## src/rtl/wide_ram_read_seq_pkg.sv

```systemverilog
// Shared definitions for the wide sample RAM read path.
// Latency lives here so the RAM wrapper and sequencer agree.
package wide_ram_read_pkg;

    typedef enum logic [1:0] {
        IDLE  = 2'd0,
        ISSUE = 2'd1,
        DRAIN = 2'd2
    } rd_state_e;

    localparam int READ_LATENCY_DEF = 6;

endpackage

```

## src/rtl/wide_ram_read_seq_if.sv

```systemverilog
// Command and read-port bundle of the wide RAM read sequencer.
// master issues commands; slave is the sequencer.
interface wide_ram_read_seq_if #(
    parameter int ADDRWIDTHB = 10,
    parameter int LENWIDTH   = 11
);
    logic                  cmd_valid;
    logic                  cmd_ready;
    logic [ADDRWIDTHB-1:0] cmd_start;
    logic [LENWIDTH-1:0]   cmd_len;
    logic                  cmd_loop;
    logic                  abort;
    logic [ADDRWIDTHB-1:0] addrB;
    logic                  rd_valid;
    logic                  rd_last;
    logic                  busy;
    logic                  done;
    logic                  aborted;

    modport master (
        output cmd_valid, cmd_start, cmd_len, cmd_loop, abort,
        input  cmd_ready, addrB, rd_valid, rd_last,
        input  busy, done, aborted
    );

    modport slave (
        input  cmd_valid, cmd_start, cmd_len, cmd_loop, abort,
        output cmd_ready, addrB, rd_valid, rd_last,
        output busy, done, aborted
    );
endinterface

```

## src/rtl/wide_ram_read_seq_delay.sv

```systemverilog
// {valid,last} shift register matching the RAM read pipeline.
// Tokens enter in the cycle their address is on addrB.
module valid_delay_line #(
    parameter int DEPTH = 6
) (
    input  logic clk_i,
    input  logic rst_i,
    input  logic flush_i,
    input  logic valid_i,
    input  logic last_i,
    output logic valid_o,
    output logic last_o,
    output logic last_nxt_o,
    output logic empty_o
);
    logic [DEPTH-1:0] vld_q;
    logic [DEPTH-1:0] lst_q;

    always_ff @(posedge clk_i) begin
        if (rst_i || flush_i) begin
            vld_q <= '0;
            lst_q <= '0;
        end else begin
            vld_q <= {vld_q[DEPTH-2:0], valid_i};
            lst_q <= {lst_q[DEPTH-2:0], valid_i & last_i};
        end
    end

    assign valid_o    = vld_q[DEPTH-1];
    assign last_o     = lst_q[DEPTH-1];
    // last token reaches the output on the next edge
    assign last_nxt_o = lst_q[DEPTH-2];
    // nothing queued behind the output stage
    assign empty_o    = ~|vld_q[DEPTH-2:0];
endmodule

```

## src/rtl/wide_ram_read_seq.sv

```systemverilog
// Read-side sequencer: walks the wide read address and
// tags the RAM's registered read data with valid/last.
module wide_ram_read_seq
    import wide_ram_read_pkg::*;
#(
    parameter int ADDRWIDTHB   = 10,
    parameter int LENWIDTH     = 11,
    parameter int READ_LATENCY = READ_LATENCY_DEF
) (
    input logic              clk,
    input logic              rst,
    wide_ram_read_seq_if.slave bus
);
    rd_state_e             state_q;
    logic [ADDRWIDTHB-1:0] start_q;
    logic [LENWIDTH-1:0]   len_q;
    logic                  loop_q;
    logic [LENWIDTH-1:0]   idx_q;
    logic [ADDRWIDTHB-1:0] addr_q;
    logic                  busy_q;
    logic                  done_q;
    logic                  aborted_q;
    logic                  ready_q;

    logic                  issue;
    logic                  at_last;
    logic                  flush;
    logic [LENWIDTH-1:0]   idx_d;
    logic [ADDRWIDTHB-1:0] addr_d;
    logic                  dl_valid;
    logic                  dl_last;
    logic                  dl_last_nxt;
    logic                  dl_empty;

    assign issue   = (state_q == ISSUE);
    assign at_last = (idx_q == len_q - 1'b1);
    assign flush   = bus.abort && (state_q != IDLE);
    assign idx_d   = idx_q + 1'b1;
    assign addr_d  = start_q + ADDRWIDTHB'(idx_d);

    valid_delay_line #(
        .DEPTH(READ_LATENCY)
    ) u_dl (
        .clk_i     (clk),
        .rst_i     (rst),
        .flush_i   (flush),
        .valid_i   (issue),
        .last_i    (at_last),
        .valid_o   (dl_valid),
        .last_o    (dl_last),
        .last_nxt_o(dl_last_nxt),
        .empty_o   (dl_empty)
    );

    always_ff @(posedge clk) begin
        if (rst) begin
            state_q   <= IDLE;
            start_q   <= '0;
            len_q     <= '0;
            loop_q    <= 1'b0;
            idx_q     <= '0;
            addr_q    <= '0;
            busy_q    <= 1'b0;
            done_q    <= 1'b0;
            aborted_q <= 1'b0;
            ready_q   <= 1'b0;
        end else begin
            done_q    <= 1'b0;
            aborted_q <= 1'b0;
            unique case (state_q)
                IDLE: begin
                    if (bus.cmd_valid && ready_q) begin
                        ready_q <= 1'b0;
                        if (bus.cmd_len != '0) begin
                            start_q <= bus.cmd_start;
                            len_q   <= bus.cmd_len;
                            loop_q  <= bus.cmd_loop;
                            idx_q   <= '0;
                            addr_q  <= bus.cmd_start;
                            busy_q  <= 1'b1;
                            state_q <= ISSUE;
                        end else begin
                            done_q  <= 1'b1;
                        end
                    end else begin
                        ready_q <= 1'b1;
                    end
                end
                ISSUE: begin
                    if (bus.abort) begin
                        aborted_q <= 1'b1;
                        busy_q    <= 1'b0;
                        ready_q   <= 1'b1;
                        state_q   <= IDLE;
                    end else if (at_last) begin
                        if (loop_q) begin
                            idx_q  <= '0;
                            addr_q <= start_q;
                        end else begin
                            state_q <= DRAIN;
                        end
                    end else begin
                        idx_q  <= idx_d;
                        addr_q <= addr_d;
                    end
                end
                DRAIN: begin
                    if (bus.abort) begin
                        aborted_q <= 1'b1;
                        busy_q    <= 1'b0;
                        ready_q   <= 1'b1;
                        state_q   <= IDLE;
                    end else begin
                        // done lines up with the final rd_last
                        if (dl_last_nxt) done_q <= 1'b1;
                        if (dl_empty) begin
                            busy_q  <= 1'b0;
                            ready_q <= 1'b1;
                            state_q <= IDLE;
                        end
                    end
                end
                default: begin
                    busy_q  <= 1'b0;
                    ready_q <= 1'b0;
                    state_q <= IDLE;
                end
            endcase
        end
    end

    assign bus.cmd_ready = ready_q;
    assign bus.addrB     = addr_q;
    assign bus.rd_valid  = dl_valid;
    assign bus.rd_last   = dl_last;
    assign bus.busy      = busy_q;
    assign bus.done      = done_q;
    assign bus.aborted   = aborted_q;
endmodule

```

## src/flat_wrapper.sv

```systemverilog
// flat-port wrapper written by rule: the top's interface ports become plain ports
module wide_ram_read_seq_flat import wide_ram_read_pkg::*;
#(
    parameter int ADDRWIDTHB   = 10,
    parameter int LENWIDTH     = 11,
    parameter int READ_LATENCY = READ_LATENCY_DEF
)
  (clk, rst, bus_cmd_valid, bus_cmd_start, bus_cmd_len, bus_cmd_loop, bus_abort, bus_cmd_ready, bus_addrB, bus_rd_valid, bus_rd_last, bus_busy, bus_done, bus_aborted);
  wide_ram_read_seq_if #(.ADDRWIDTHB(ADDRWIDTHB), .LENWIDTH(LENWIDTH)) bus_i ();
  input logic clk;
  input logic rst;
  input wire logic [$bits(bus_i.cmd_valid)-1:0] bus_cmd_valid;
  input wire logic [$bits(bus_i.cmd_start)-1:0] bus_cmd_start;
  input wire logic [$bits(bus_i.cmd_len)-1:0] bus_cmd_len;
  input wire logic [$bits(bus_i.cmd_loop)-1:0] bus_cmd_loop;
  input wire logic [$bits(bus_i.abort)-1:0] bus_abort;
  output wire logic [$bits(bus_i.cmd_ready)-1:0] bus_cmd_ready;
  output wire logic [$bits(bus_i.addrB)-1:0] bus_addrB;
  output wire logic [$bits(bus_i.rd_valid)-1:0] bus_rd_valid;
  output wire logic [$bits(bus_i.rd_last)-1:0] bus_rd_last;
  output wire logic [$bits(bus_i.busy)-1:0] bus_busy;
  output wire logic [$bits(bus_i.done)-1:0] bus_done;
  output wire logic [$bits(bus_i.aborted)-1:0] bus_aborted;
  assign bus_i.cmd_valid = bus_cmd_valid;
  assign bus_i.cmd_start = bus_cmd_start;
  assign bus_i.cmd_len = bus_cmd_len;
  assign bus_i.cmd_loop = bus_cmd_loop;
  assign bus_i.abort = bus_abort;
  assign bus_cmd_ready = bus_i.cmd_ready;
  assign bus_addrB = bus_i.addrB;
  assign bus_rd_valid = bus_i.rd_valid;
  assign bus_rd_last = bus_i.rd_last;
  assign bus_busy = bus_i.busy;
  assign bus_done = bus_i.done;
  assign bus_aborted = bus_i.aborted;
  wide_ram_read_seq #(.ADDRWIDTHB(ADDRWIDTHB), .LENWIDTH(LENWIDTH), .READ_LATENCY(READ_LATENCY)) u_core (.clk(clk), .rst(rst), .bus(bus_i));
endmodule
```

## config.mk

```make
export PLATFORM = sky130hd
export DESIGN_NAME = wide_ram_read_seq_flat
export DESIGN_NICKNAME = d
export VERILOG_FILES = /design/src/rtl/wide_ram_read_seq_pkg.sv /design/src/rtl/wide_ram_read_seq_if.sv /design/src/rtl/wide_ram_read_seq_delay.sv /design/src/rtl/wide_ram_read_seq.sv /design/src/flat_wrapper.sv
export SDC_FILE = /design/constraint.sdc
export NUM_CORES = 1
export LEC_CHECK = 0
export ABC_AREA = 1
export CORE_MARGIN = 10
export CORE_UTILIZATION = 35
export CTS_CLUSTER_DIAMETER = 50
export DETAILED_ROUTE_END_ITERATION = 8
export HOLD_SLACK_MARGIN = 0.1
export PLACE_DENSITY = 0.57
export SYNTH_ARGS = -nofsm -noshare
export SYNTH_HDL_FRONTEND = slang
export SYNTH_SLANG_ARGS = --single-unit
```

## constraint.sdc

```tcl
create_clock -name clk -period 3.05 [get_ports clk]
set_input_delay 0.7625 -clock clk [delete_from_list [all_inputs] [get_ports clk]]
set_output_delay 0.7625 -clock clk [all_outputs]
set_load 0.01 [all_outputs]
```

==> metrics.md, run 1 <==
| Metric | Value |
|---|---|
| Slew Limit Fails | 0 |
| Hold path cells | 2 |
| Number of port buffers | 41 |
| Routed Antenna Nets | 0 |
| Drt first pass iters | 5 |
| Clk_skew | 8.48 ps |
| Max-capacitance violation count | 0 |
| Crit Path Category | reg2reg |
| Relative slew slack | 0.703 |
| Synth Area in Adders | 0.0573 |
| Main combinational cell family by area after synthesis | simple AND/OR/NAND/NOR gates |
| Post-Route WL | 9520 um |
| Post-Synth Simple-Gate Area | 0.363 |
| Critical path data arrival time | roughly 3000 ps |
| Share of cells above drive strength 1 | 0.0867 |
| Die height | 122 um |
| Die ar. | 14800 sq um |
| Power Total | 4.11 mW |
| Placed insts | between 700 and 800 |
| Register-to-Register Path Depth | 15 |
| Cells after synthesis | 549 |
| Nets | 637 |
| CTS tree | built |
| Final hold slack | 409 ps |
| Critical path peak fanout | 20 |
| Global routing usage on met3 | 0.0328 |
| Hold Crit Class | reg2reg |
| Sequential share of the synthesized area | 0.337 |
| Clk Latency, worst-skew pair | roughly 350 ps |
| Clock buffer depth | 2 |
| FMAX | between 300 and 400 MHz |
| DRC | 0 |
| Total GRT Usage | 0.132 |
| GR Layer Usage met2 | 0.207 |
| Post-synthesis instance area | between 3000 and 4000 sq um |
| Xor/xnor share of the synthesized area | 0.0435 |
| Post-route setup slack | 365 ps |
| Compound-Gate Fraction of Synth Area | 0.111 |
| Util after Layout | 0.431 |
| Root buffer selected by CTS | clkbuf_8 |
| Mapped Nets | 591 |
| Total negative slack | 0 ps |
| Synth Register Bits | 61 |
| Top FF cell, synth | dfxtp_1 |
| Final Non-Filler Cells | about 740 |
| Final instance area | around 4400 sq um |
| P per Cell Area | between 900 and 1000 nW/um^2 |
| Num Clock Sinks | 61 |
| Num rows | 37 |
| HPWL after DPL | 7390 um |
| GPL Wtd Cong | 0.884 |
| PostCTS Resize Cnt | 0 |
| Antenna cells | 0 |
| Clock edge transition at the registers on the reported setup and hold paths | 80 ps |
| Die Width | roughly 120 um |
| Leakage power | ~2 nW |
| Routed vias | 3550 |
| Final setup fails | 0 |
| Req. time, crit path | 3280 ps |
| GR peak layer | met2 |
| Initial antenna violation count | 0 |
| Multiplexer share of the synthesized area | 0 |
| Place WS | 133 ps |
| Synth async-reset ratio | 0 |
| Status | complete, no violations |
| Fin. Hold Viols | 0 |
| Crit. End Element | flop |
| DR WL/cell | 12.9 um |
| Drt first-iter violations | between 200 and 250 |
| H-tree levels | 3 |
| Initial core utilization | 0.356 |
| Area after DPL | 4190 sq um |
| Post-CTS setup buffers | 0 |
| Via/cell ratio | between 4 and 5 |
| Fillers | 1084 |
| Remaining Overflow, GRT | 0 |
| Vias in the first global route | between 3000 and 4000 |
| Peak VDD IR | 0.000361 V |
| Number of flops mapped to enable cells by yosys | 0 |
| Slew @ Worst Pin | 446 ps |
| Period minus WS final | around 2700 ps |
| Area Overhead vs Synth | 21.1% |
| Mean Syn Cell Area | 6.60 sq um |
| Largest net degree at the start of global routing | 22 |
| Total CTS buffers | 9 |
| CTS Hold Bufs | 0 |
| First-pass GRT wire length | 16100 um |
| Core area | just over 10000 sq um |
| Crit share post-route | 0.880 |
| I/O pin cnt | 42 |
| Met1 Use GR | 0.173 |
| Post-synth cell types | 32 |
| CP Launch Type | flop |
| Warnings, synthesis | 0 |
| RSZ-0062 raised after global routing | no |
==> layer usage <==
metal  routed length (um)  up-vias  part of all wire
li1                     -     1851                 -
met1                 4580     1617              0.48
met2                 4290       68              0.45
met3                  519       14             0.054
met4                  131        0             0.014
met5                    0        -                 0
==> state kept, by name (all words and copies together), names as in the netlist <==
name / count
u_core.bus.cmd_ready: 1
u_core.bus.done: 1
u_core.u_dl.vld_q: 6
u_core.idx_q: 11
u_core.state_q: 2
u_core.len_q: 11
u_core.bus.busy: 1
u_core.bus.addrB: 10
u_core.u_dl.lst_q: 6
u_core.bus.aborted: 1
u_core.start_q: 10
u_core.loop_q: 1
==> worst paths after layout <==
| check | startpoint | end | slack [ps] |
|---|---|---|---|
| worst max register to register | u_core.len_q[0] | u_core.bus.addrB[8] | 360 |
| worst max-delay path | u_core.len_q[0] | u_core.bus.addrB[8] | 360 |
| worst min-delay path | u_core.u_dl.lst_q[3] | u_core.u_dl.lst_q[4] | 410 |
| worst min register to register | u_core.u_dl.lst_q[3] | u_core.u_dl.lst_q[4] | 410 |
==> final cells by class <==
class,count,area [sq um],area share
clock buffers,10,138,0.0314
clock inverters,6,62.6,0.0143
inverters,60,225,0.0513
multi-input cells,412,2080,0.475
flip-flops and latches,61,1220,0.278
well taps,136,170,0.0388
repair buffers,51,485,0.111
==> synthesized netlist by cell type (3+ instances only) <==
| master | instances | area [sq um] |
|---|---|---|
| nand2_1 | 119 | 447 |
| nor2_1 | 93 | 349 |
| dfxtp_1 | 61 | 1220 |
| inv_1 | 55 | 206 |
| nand3_1 | 54 | 270 |
| o21ai_0 | 40 | 200 |
| a21oi_1 | 28 | 140 |
| ha_1 | 15 | 188 |
| xor2_1 | 12 | 105 |
| clkbuf_1 | 11 | 41.3 |
| nor2_2 | 11 | 68.8 |
| nor3_1 | 7 | 35.0 |
| o21ai_1 | 6 | 30.0 |
| xnor2_1 | 6 | 52.6 |
| inv_2 | 5 | 18.8 |
| nand4_1 | 5 | 31.3 |
| buf_6 | 4 | 45.0 |
| nand2_2 | 3 | 18.8 |
==> power by group <==
| part | internal [mW] | total [mW] | switching [mW] |
|---|---|---|---|
| Clock | 0.396 | 0.743 | 0.347 |
| Combinational | 0.803 | 2.19 | 1.38 |
| Sequential | 0.998 | 1.18 | 0.185 |
==> worst max-delay path: stages (launching register included) <==
cell and delay (ps):
dfxtp_1 340, inv_1 160, ha_1 320, nand2_2 120
nor2_2 170, nand3_1 100, nand2_2 110, nand2_2 70
nor2_4 100, nand3_2 120, nor2_8 220, nand3_4 110
nand2_4 200, inv_2 170, o21ai_0 190, nor2_1 60
==> cells by family (layout without fill, tap and decap cells) <==
kind of cell             Yosys count  in the layout
adder cells (fa/ha/maj)           16             16
flip-flops                        61             61
AO/OA/AOI/OAI                     78             78
buffers and inverters             76            127
AND/OR/NAND/NOR                  300            300
XOR/XNOR                          18             18
==> layout by cell type, fill, tap and decap left out, types with 2 or more instances in the layout <==
cell	n
inv_1	55
dfxtp_1	61
xnor2_1	6
ha_1	15
o21ai_0	40
clkinvlp_4	3
nor2_2	11
buf_4	10
a21oi_1	28
nand4_1	5
clkbuf_8	10
nand3_1	54
nor2_1	93
nand2_2	3
nand2_1	119
clkdlybuf4s50_1	41
xor2_1	12
nor3_1	7
o21ai_1	6
clkinv_2	2
inv_2	5
Power figures use the tool's default switching activity.
==> run 2: changes to the inputs <==
- PLACE_DENSITY: 0.57 -> default
==> run 2 against run 1 <==
- hold slack about the same
- sequential cell count unchanged
- worst setup slack improved by 18 ps
- critical path depth increased by 1
- design area about the same
- maximum frequency increased by 0.68%
- non-clock buffer count unchanged
- clock power decreased by 1%
==> metrics.md, run 2 (same netlist as run 1, synthesis figures left out) <==
| Metric | Value |
|---|---|
| Clock buffer depth | 2 (unchanged) |
| WHS Endpoint | u_core.u_dl.lst_q[4] (unchanged) |
| Hold path cells | 2 (unchanged) |
| Largest net degree at the start of global routing | 23 (was 22) |
| Req. time, crit path | 3270 ps (was 3280 ps) |
| Total GRT Usage | 0.137 (was 0.132) |
| Top flop regs | u_core.idx_q x11, u_core.len_q x11 (unchanged) |
| Remaining Overflow, GRT | 0 (unchanged) |
| CP Launch Type | flop (unchanged) |
| CP peak stage delay | 340 ps (about the same) |
| P per Cell Area | 936 nW/um^2 (was 938 nW/um^2) |
| Die Width | 122 um (unchanged) |
| Final hold slack | 409 ps (about the same) |
| Leakage power | 1.98 nW (was 1.97 nW) |
| Antenna cells | 0 (unchanged) |
| Peak VDD IR | 0.000372 V (was 0.000361 V) |
| Routed vias | 3543 (was 3550) |
| Clock edge transition at the registers on the reported setup and hold paths | 80 ps (about the same) |
| Via/cell ratio | 4.81 (was 4.82) |
| Crit Path Category | reg2reg (unchanged) |
| R2r setup slk | 380 ps (was 360 ps) |
| Hold Crit Class | reg2reg (unchanged) |
| CP max stage cell | dfxtp_1 (unchanged) |
| Status | complete, no violations (unchanged) |
| Drt first pass iters | 4 (was 5) |
| Total CTS buffers | 9 (unchanged) |
| Worst r2r src | u_core.len_q[0] (unchanged) |
| Number of port buffers | 41 (unchanged) |
| Share of cells above drive strength 1 | 0.0900 (was 0.0867) |
| CTS tree | built (unchanged) |
| Initial core utilization | 0.356 (unchanged) |
| Die height | 122 um (unchanged) |
| Core area | 10200 sq um (unchanged) |
| HPWL after DPL | 7550 um (was 7390 um) |
| Final setup fails | 0 (unchanged) |
| Final instance area | 4390 sq um (about the same) |
| DRC | 0 (unchanged) |
| Power Total | 4.11 mW (about the same) |
| PostCTS Resize Cnt | 0 (unchanged) |
| Most frequent cells in the layout | nand2_1 (119), nor2_1 (93), dfxtp_1 (60) (was nand2_1 (119), nor2_1 (93), dfxtp_1 (61)) |
| Total negative slack | 0 ps (unchanged) |
| CTS Hold Bufs | 0 (unchanged) |
| I/O pin cnt | 42 (unchanged) |
| GPL Wtd Cong | 0.879 (was 0.884) |
| Crit. End Element | flop (unchanged) |
| Crit share post-route | 0.875 (was 0.880) |
| Nets | 637 (unchanged) |
| Area after DPL | 4190 sq um (unchanged) |
| Clk Latency, worst-skew pair | 350 ps (about the same) |
| Register-to-Register Path Depth | 16 (was 15) |
| Reg2Reg Capture Point | u_core.bus.addrB[9] (was u_core.bus.addrB[8]) |
| Vias in the first global route | 3560 (was 3445) |
| Critical path peak fanout | 18 (was 20) |
| Fin. Hold Viols | 0 (unchanged) |
| DR WL/cell | 13.0 um (was 12.9 um) |
| Initial antenna violation count | 0 (unchanged) |
| Num Clock Sinks | 61 (unchanged) |
| FMAX | 375 MHz (was 372 MHz) |
| Slew @ Worst Pin | 424 ps (was 446 ps) |
| Area Overhead vs Synth | 21.2% (was 21.1%) |
| Commonest non-fill, non-tap cell in the layout | nand2_1 (unchanged) |
| Drt first-iter violations | 216 (was 248) |
| Slew Limit Fails | 0 (unchanged) |
| Cell Chain, Critical Path | inv_1, ha_1, nand2_2, nor2_2, nand3_1, nand2_2, nand2_2, nor2_4, nand3_2, nor2_8, nand3_4, nand2_4, buf_4, nor2_1, nand2_1, a21oi_1 (was inv_1, ha_1, nand2_2, nor2_2, nand3_1, nand2_2, nand2_2, nor2_4, nand3_2, nor2_8, nand3_4, nand2_4, inv_2, o21ai_0, nor2_1) |
| Critical path data arrival time | 2890 ps (was 2920 ps) |
| Root buffer selected by CTS | clkbuf_8 (unchanged) |
| Routed Antenna Nets | 0 (unchanged) |
| Source of the worst hold timing path | u_core.u_dl.lst_q[3] (unchanged) |
| Die ar. | 14800 sq um (unchanged) |
| First-pass GRT wire length | 16700 um (was 16100 um) |
| Max-capacitance violation count | 0 (unchanged) |
| Util after Layout | 0.431 (about the same) |
| Relative slew slack | 0.714 (was 0.703) |
| Period minus WS final | 2670 ps (was 2690 ps) |
| H-tree levels | 3 (unchanged) |
| Num rows | 37 (unchanged) |
| Clk_skew | 7.57 ps (was 8.48 ps) |
| RSZ-0062 raised after global routing | no (unchanged) |
| Fillers | 1068 (was 1084) |
| Post-Route WL | 9600 um (was 9520 um) |
| Post-CTS setup buffers | 0 (unchanged) |
| Most Frequent Cell on Critical Path | nand2_2 (unchanged) |
## run 2: metal layers
metal  track usage  wire (um)  up-vias
met4        0.0514        117        0
met1         0.167       4470     1617
met2         0.227       4540       70
met5             0          0        -
met3        0.0324        479       14
li1              -          -     1842
## run 2: worst max-delay path, delay by kind of cell (launching register included)
family                     cells  cell delay [ps]
and+or+nand+nor               12             1430
adders and majority gates      1              320
buffers and inverters          2              390
DFF                            1              340
AOI/OAI and AO/OA              1               60
## run 2: through the flow
stage,worst slack [ps],std cells
final,383,736
after global routing,56.6,736
after CTS,288,736
after detailed placement,151,720
after global placement,233,720
after floorplan,752,549
## run 2: power breakdown
group / internal (mW) / switching [mW]
combinational: 0.808 / 1.38
clock: 0.381 / 0.353
sequential: 0.999 / 0.190
## run 2: final cells by class
type	instances	area (sq um)	share of cell area
flip-flops and latches	61	1220	0.278
well taps	136	170	0.0388
clock inverters	7	75.1	0.0171
inverters	60	225	0.0513
repair buffers	51	485	0.111
clock buffers	9	124	0.0282
multi-input cells	412	2090	0.476
## run 2: how the worst max path moves through the flow
stage	start	cells after the start	endpoint
final	u_core.len_q[0]	16	u_core.bus.addrB[9]
after global routing	u_core.idx_q[0]	15	u_core.bus.addrB[7]
after CTS	u_core.idx_q[0]	15	u_core.bus.addrB[7]
after detailed placement	bus_cmd_len[7]	11	u_core.idx_q[8]
after global placement	bus_cmd_len[7]	11	u_core.idx_q[8]
after floorplan	u_core.idx_q[0]	16	u_core.bus.addrB[9]
